===== config.mk =====
export PLATFORM = sky130hd
export DESIGN_NAME = alu_issue_ctrl
export DESIGN_NICKNAME = d
export VERILOG_FILES = /design/src/rtl/alu_issue_ctrl_pkg.sv /design/src/rtl/alu_issue_ctrl_fifo.sv /design/src/rtl/alu_issue_ctrl.sv
export SDC_FILE = /design/constraint.sdc
export NUM_CORES = 1
export LEC_CHECK = 0
export CORE_UTILIZATION = 35
export CTS_CLUSTER_DIAMETER = 30
export CTS_CLUSTER_SIZE = 12
export DETAILED_ROUTE_END_ITERATION = 6
export PLACE_DENSITY_LB_ADDON = 0.3
export SLEW_MARGIN = 20
export SYNTH_ARGS = -nofsm -noshare
export SYNTH_HDL_FRONTEND = slang
export SYNTH_SLANG_ARGS = --single-unit

===== constraint.sdc =====
create_clock -name clk -period 3.8 [get_ports clk]
set_clock_uncertainty 0.1 [all_clocks]
set_input_delay 0.38 -clock clk [delete_from_list [all_inputs] [get_ports clk]]
set_output_delay 0.38 -clock clk [all_outputs]
set_load 0.02 [all_outputs]

===== src/rtl/alu_issue_ctrl_pkg.sv =====
// Shared types for the ALU issue controller: FSM states, the command record,
// and a sizing helper for the latency counter.
package alu_issue_ctrl_pkg;

    localparam int CMD_OP_W   = 4;
    localparam int CMD_WORD_W = 32;

    typedef enum logic [1:0] {
        IDLE = 2'd0,
        WAIT = 2'd1,
        HOLD = 2'd2
    } state_t;

    typedef struct packed {
        logic [CMD_OP_W-1:0]          op;
        logic signed [CMD_WORD_W-1:0] a;
        logic signed [CMD_WORD_W-1:0] b;
    } cmd_t;

    // Latency counter must hold ALU_LATENCY; keep at least one bit for latency 0.
    function automatic int lat_cnt_w(input int latency);
        return (latency < 1) ? 1 : $clog2(latency + 1);
    endfunction

endpackage


===== src/rtl/alu_issue_ctrl_fifo.sv =====
// Command buffer: power-of-two circular FIFO with wrapping pointers and an
// occupancy count; the head is read from storage, so nothing bypasses it.
module cmd_fifo #(
    parameter int WIDTH = 8,
    parameter int DEPTH = 4
) (
    input  logic                     clk,
    input  logic                     rstn,
    input  logic                     push,
    input  logic [WIDTH-1:0]         wdata,
    input  logic                     pop,
    output logic [WIDTH-1:0]         rdata,
    output logic [$clog2(DEPTH):0]   count,
    output logic                     full,
    output logic                     empty
);

    localparam int PTR_W = $clog2(DEPTH);
    localparam int CNT_W = $clog2(DEPTH) + 1;

    logic [WIDTH-1:0] mem [DEPTH];
    logic [PTR_W-1:0] wr_ptr;
    logic [PTR_W-1:0] rd_ptr;
    logic             do_push;
    logic             do_pop;

    assign full    = (count == CNT_W'(DEPTH));
    assign empty   = (count == '0);
    assign do_push = push && !full;
    assign do_pop  = pop && !empty;
    assign rdata   = mem[rd_ptr];

    always_ff @(posedge clk or negedge rstn) begin
        if (!rstn) begin
            wr_ptr <= '0;
            rd_ptr <= '0;
            count  <= '0;
        end else begin
            if (do_push) wr_ptr <= wr_ptr + PTR_W'(1);
            if (do_pop)  rd_ptr <= rd_ptr + PTR_W'(1);
            case ({do_push, do_pop})
                2'b10:   count <= count + CNT_W'(1);
                2'b01:   count <= count - CNT_W'(1);
                default: count <= count;
            endcase
        end
    end

    // Storage is not reset; only pointers and count define what is valid.
    always_ff @(posedge clk) begin
        if (do_push) mem[wr_ptr] <= wdata;
    end

endmodule


===== src/rtl/alu_issue_ctrl.sv =====
// Issues buffered commands one at a time to an external ALU, waits its fixed
// latency, then holds the captured result until the consumer takes it.
module alu_issue_ctrl
    import alu_issue_ctrl_pkg::*;
#(
    parameter int WORD_SIZE    = 32,
    parameter int ALU_CON_SIZE = 4,
    parameter int FIFO_DEPTH   = 4,
    parameter int ALU_LATENCY  = 1
) (
    input  logic                           clk,
    input  logic                           rstn,
    input  logic                           cmd_valid,
    output logic                           cmd_ready,
    input  logic [ALU_CON_SIZE-1:0]        cmd_op,
    input  logic signed [WORD_SIZE-1:0]    cmd_a,
    input  logic signed [WORD_SIZE-1:0]    cmd_b,
    output logic [ALU_CON_SIZE-1:0]        alu_con,
    output logic signed [WORD_SIZE-1:0]    data_in_1,
    output logic signed [WORD_SIZE-1:0]    data_in_2,
    input  logic signed [WORD_SIZE-1:0]    data_out,
    output logic                           res_valid,
    input  logic                           res_ready,
    output logic signed [WORD_SIZE-1:0]    res_data,
    output logic [$clog2(FIFO_DEPTH):0]    fifo_count,
    output logic                           busy
);

    localparam int CMD_W = ALU_CON_SIZE + 2 * WORD_SIZE;
    localparam int LC_W  = lat_cnt_w(ALU_LATENCY);

    state_t            state;
    state_t            state_nxt;
    logic [LC_W-1:0]   lat_cnt;
    logic [CMD_W-1:0]  head;
    logic              push;
    logic              pop;
    logic              capture;
    logic              release_res;
    logic              fifo_full;
    logic              fifo_empty;

    assign cmd_ready = !fifo_full;
    assign push      = cmd_valid && cmd_ready;
    assign busy      = (state != IDLE) || (fifo_count != '0);

    cmd_fifo #(
        .WIDTH (CMD_W),
        .DEPTH (FIFO_DEPTH)
    ) u_cmd_fifo (
        .clk   (clk),
        .rstn  (rstn),
        .push  (push),
        .wdata ({cmd_op, cmd_a, cmd_b}),
        .pop   (pop),
        .rdata (head),
        .count (fifo_count),
        .full  (fifo_full),
        .empty (fifo_empty)
    );

    always_ff @(posedge clk or negedge rstn) begin
        if (!rstn) state <= IDLE;
        else       state <= state_nxt;
    end

    always_comb begin
        state_nxt   = state;
        pop         = 1'b0;
        capture     = 1'b0;
        release_res = 1'b0;
        case (state)
            IDLE: begin
                if (!fifo_empty) begin
                    pop       = 1'b1;
                    state_nxt = WAIT;
                end
            end
            WAIT: begin
                if (lat_cnt == '0) begin
                    capture   = 1'b1;
                    state_nxt = HOLD;
                end
            end
            HOLD: begin
                // Handing off the result and issuing the next command share one edge.
                if (res_ready) begin
                    release_res = 1'b1;
                    if (!fifo_empty) begin
                        pop       = 1'b1;
                        state_nxt = WAIT;
                    end else begin
                        state_nxt = IDLE;
                    end
                end
            end
            default: state_nxt = IDLE;
        endcase
    end

    always_ff @(posedge clk or negedge rstn) begin
        if (!rstn) begin
            lat_cnt   <= '0;
            alu_con   <= '0;
            data_in_1 <= '0;
            data_in_2 <= '0;
            res_valid <= 1'b0;
            res_data  <= '0;
        end else begin
            if (pop) begin
                alu_con   <= head[CMD_W-1 -: ALU_CON_SIZE];
                data_in_1 <= $signed(head[2*WORD_SIZE-1 -: WORD_SIZE]);
                data_in_2 <= $signed(head[WORD_SIZE-1:0]);
                lat_cnt   <= LC_W'(ALU_LATENCY);
            end else if (state == WAIT && lat_cnt != '0) begin
                lat_cnt <= lat_cnt - LC_W'(1);
            end
            if (capture) begin
                res_data  <= data_out;
                res_valid <= 1'b1;
            end else if (release_res) begin
                res_valid <= 1'b0;
            end
        end
    end

endmodule


==> impl_metrics.csv <==
group,metric,value,unit
synth,ys_ff_latch,383,
synth,yosys.area_share.adder,0.005727,
run_status,status,"completed",
min_path,hold_depth,2,
sta,slew_violations,0,
power,ir_worst_vdd,377.3,uV
clocking,htree_levels,3,
critical_path,cp_num_buf_inv,1,
critical_path,crit_path_max_fanout,6,
floorplan,die_width,205.0,um
grt,grt_antenna_before_repair,0,
sta,worst_pin_slew,999.0,ps
synth,yosysSeqAreaShare,0.7591,
critical_path,cp.required,3320,ps
grt,grt_max_degree,79,
floorplan,fp.coreArea,0.04019,sq mm
synth,synthSimpleGateAreaFrac,0.008504,
critical_path,cp.arrival,2130,ps
sta,setup_tns,0,ps
placement,dp_hpwl,16270,um
grt,grt_first_pass_wirelength,43470,um
clocking,ctsLongestPathBuffers,3,
critical_path,rr_worst_depth,3,
synth,synth_top_family_by_area,"multiplexers",
sta,fmaxAchievable,383.8,MHz
floorplan,dieArea,0.04201,sq mm
routing,ant_nets,0,
sta,setup_viol,0,
finish,final_common_cell,"edfxtp_1",
routing,drc,0,
clocking,postCtsHoldBufs,1,
min_path,hp-start,"data_out[18]",
finish,drive_gt1_frac,0.2450,
synth,syn_area,0.01442,sq mm
placement,place.gp.congestion,0.6631,
clocking,clock-sinks,383,
synth,synth_xor_area_frac,0.003645,
grt,grt_pass1_vias,7557,
critical_path,slowest_delay,610,ps
synth,synthMuxAreaShare,0.2049,
clocking,cts_root_buf,"clkbuf_16",
floorplan,ios,210,
power,leakage,7.140,nW
finish,fin_area,0.01958,sq mm
finish,utilization,0.4871,
routing,first_pass_iters,4,
min_path,hold_path.class,"input port to flop",
routing,vias,6951,
finish,final_cell_mix,"272 x edfxtp_1, 208 x clkdlybuf4s50_1, 109 x dfrtp_1",
critical_path,path_cells,"or3b_1 -> clkdlybuf4s50_1",
critical_path,crit_type,"flop to output pin",
clocking,clk_latency,570,ps
power,fin_total_pwr,17.80,mW
critical_path,cp_slowest_cell,"clkdlybuf4s50_1",
sta,hold_viol_final,0,
sta,post-route-period-util,0.6856,
grt,grt-ovfl-total,0,
floorplan,start_util,0.3588,
floorplan,die_h,205.0,um
synth,syn_avg_cell_area,23.33,sq um
synth,synth_cell_types,30,
min_path,hold_end,"res_data[18]",
finish,final_cell_count_no_fill,1477,
critical_path,crit_path_start_kind,"flop",
finish,synthToLayoutAreaGrowth,35.76,%
clocking,ctsResizeCount,0,
synth,netlist_instances,618,
flow_run,maxCapViolations,0,
clocking,cts_buffers,76,
grt,grt_use_total,0.1407,
critical_path,worstReg2RegStart,"u_cmd_fifo.rd_ptr[0]",
routing,wirelength,28960,um
synth,syn-num-nets,728,
clocking,cts_tree,"done",
placement,dp.cells,1335,
routing,wl_per_cell,19.61,um
floorplan,row_count,73,
synth,ys_warn_count,0,
power,powerDensity,909.2,mW/mm^2
routing,avgViaCountPerCell,4.706,
finish,finish.net_count,999,
critical_path,worstReg2RegEnd,"data_in_1[28]",
placement,post_dp_cell_area,0.01711,sq mm
sta,grt_setup_unrepaired,"false",
sta,relSlewSlack,0.3340,
sta,period_needed,2605,ps
clocking,cts_setup_buffers,0,
critical_path,worstSetupEndpointType,"output pin",
critical_path,crit_family,"buffers and inverters",
placement,port_buffers,209,
routing,drt_iter0_markers,207,
critical_path,r2r_setup_slack,1460,ps
clocking,path_clk_slew,40,ps
synth,synth-compound-area-share,0.001388,
==> layer usage <==
metal	vias to the layer above	part of all wire	GRT usage
met4	0	0.018	0.06190
met5	-	0	0
met3	41	0.061	0.04232
li1	3138	-	-
met2	203	0.50	0.2353
met1	3569	0.42	0.1673
==> worst max path at each step <==
| stage | from | endpoint | slack [ps] | cells after the start |
|---|---|---|---|---|
| after detailed placement | res_ready | u_cmd_fifo.count[2] | 1400 | 8 |
| after CTS | u_cmd_fifo.count[0] | cmd_ready | 1140 | 2 |
| after global routing | u_cmd_fifo.count[0] | cmd_ready | 1130 | 2 |
| after floorplan | u_cmd_fifo.count[0] | u_cmd_fifo.mem[0][0] | 710 | 2 |
| after global placement | res_ready | u_cmd_fifo.count[2] | 1390 | 8 |
| final | u_cmd_fifo.count[0] | cmd_ready | 1190 | 2 |
==> cell usage after synthesis <==
cell        n  share of area
a21o_1      1        0.00052
a21oi_1     1        0.00035
and2_4      1        0.00061
and3_1      4         0.0017
buf_2       1        0.00035
buf_4       4         0.0021
buf_6      15          0.012
clkbuf_1    6         0.0016
dfrtp_1   111           0.19
edfxtp_1  272           0.57
fa_1        1         0.0014
ha_1        5         0.0043
inv_1       4         0.0010
mux2_1     10         0.0078
mux2_2     88          0.069
mux2_4      5         0.0052
mux4_1     65           0.12
mux4_2      3         0.0047
nand2_1     2        0.00052
nand2b_1    1        0.00043
nor2_1      5         0.0013
nor2_2      1        0.00043
nor2b_1     1        0.00043
nor3_2      1        0.00069
nor3_4      1         0.0011
nor4b_1     1        0.00061
o21bai_1    1        0.00052
or3b_1      1        0.00061
xnor2_1     3         0.0018
xor2_1      3         0.0018
==> flip-flops by register name (all words and copies together), names as in the netlist <==
register           cells
u_cmd_fifo.count       3
state                  2
lat_cnt                1
u_cmd_fifo.mem       272
data_in_2             32
u_cmd_fifo.wr_ptr      2
res_valid              1
alu_con                4
data_in_1             32
u_cmd_fifo.rd_ptr      2
res_data              32
==> kinds of logic after synthesis <==
group | count (synthesis)
AO/OA/AOI/OAI | 3
XOR/XNOR | 6
adder cells (fa/ha/maj) | 6
buffers and inverters | 30
flip-flops | 383
multiplexers | 171
AND/OR/NAND/NOR | 19
==> per-stage QoR <==
stage	worst slack [ps]	hold slack, ps
global route	1133	298.5
floorplan	705.4	-15.59
finish	1195	313.5
detailed placement	1395	374.5
CTS	1138	281.6
global placement	1393	366.8
==> cell type report <==
cell class / count / area [sq um]
Multi-Input combinational cell: 205 / 3252
Inverter: 4 / 15.01
Tap cell: 525 / 656.9
Clock inverter: 43 / 344.1
Fill cell: 3348 / 20610
Sequential cell: 383 / 10950
Clock buffer: 97 / 2106
Timing Repair Buffer: 219 / 2246
Antenna cell: 1 / 2.502
==> worst reg2reg max path, cell delays in order, from the launching register on <==
cell     delay (ps)
dfrtp_4         890
buf_12          330
mux4_1          620
mux2_2          270
==> power breakdown <==
group / internal [mW] / total (mW) / switching (mW) / leakage [nW]
clock: 4.07 / 6.20 / 2.14 / 1.20
combinational: 2.78 / 5.06 / 2.28 / 2.15
sequential: 5.80 / 6.54 / 0.743 / 3.79
total: 12.6 / 17.8 / 5.16 / 7.14
Power figures use the tool's default switching activity.
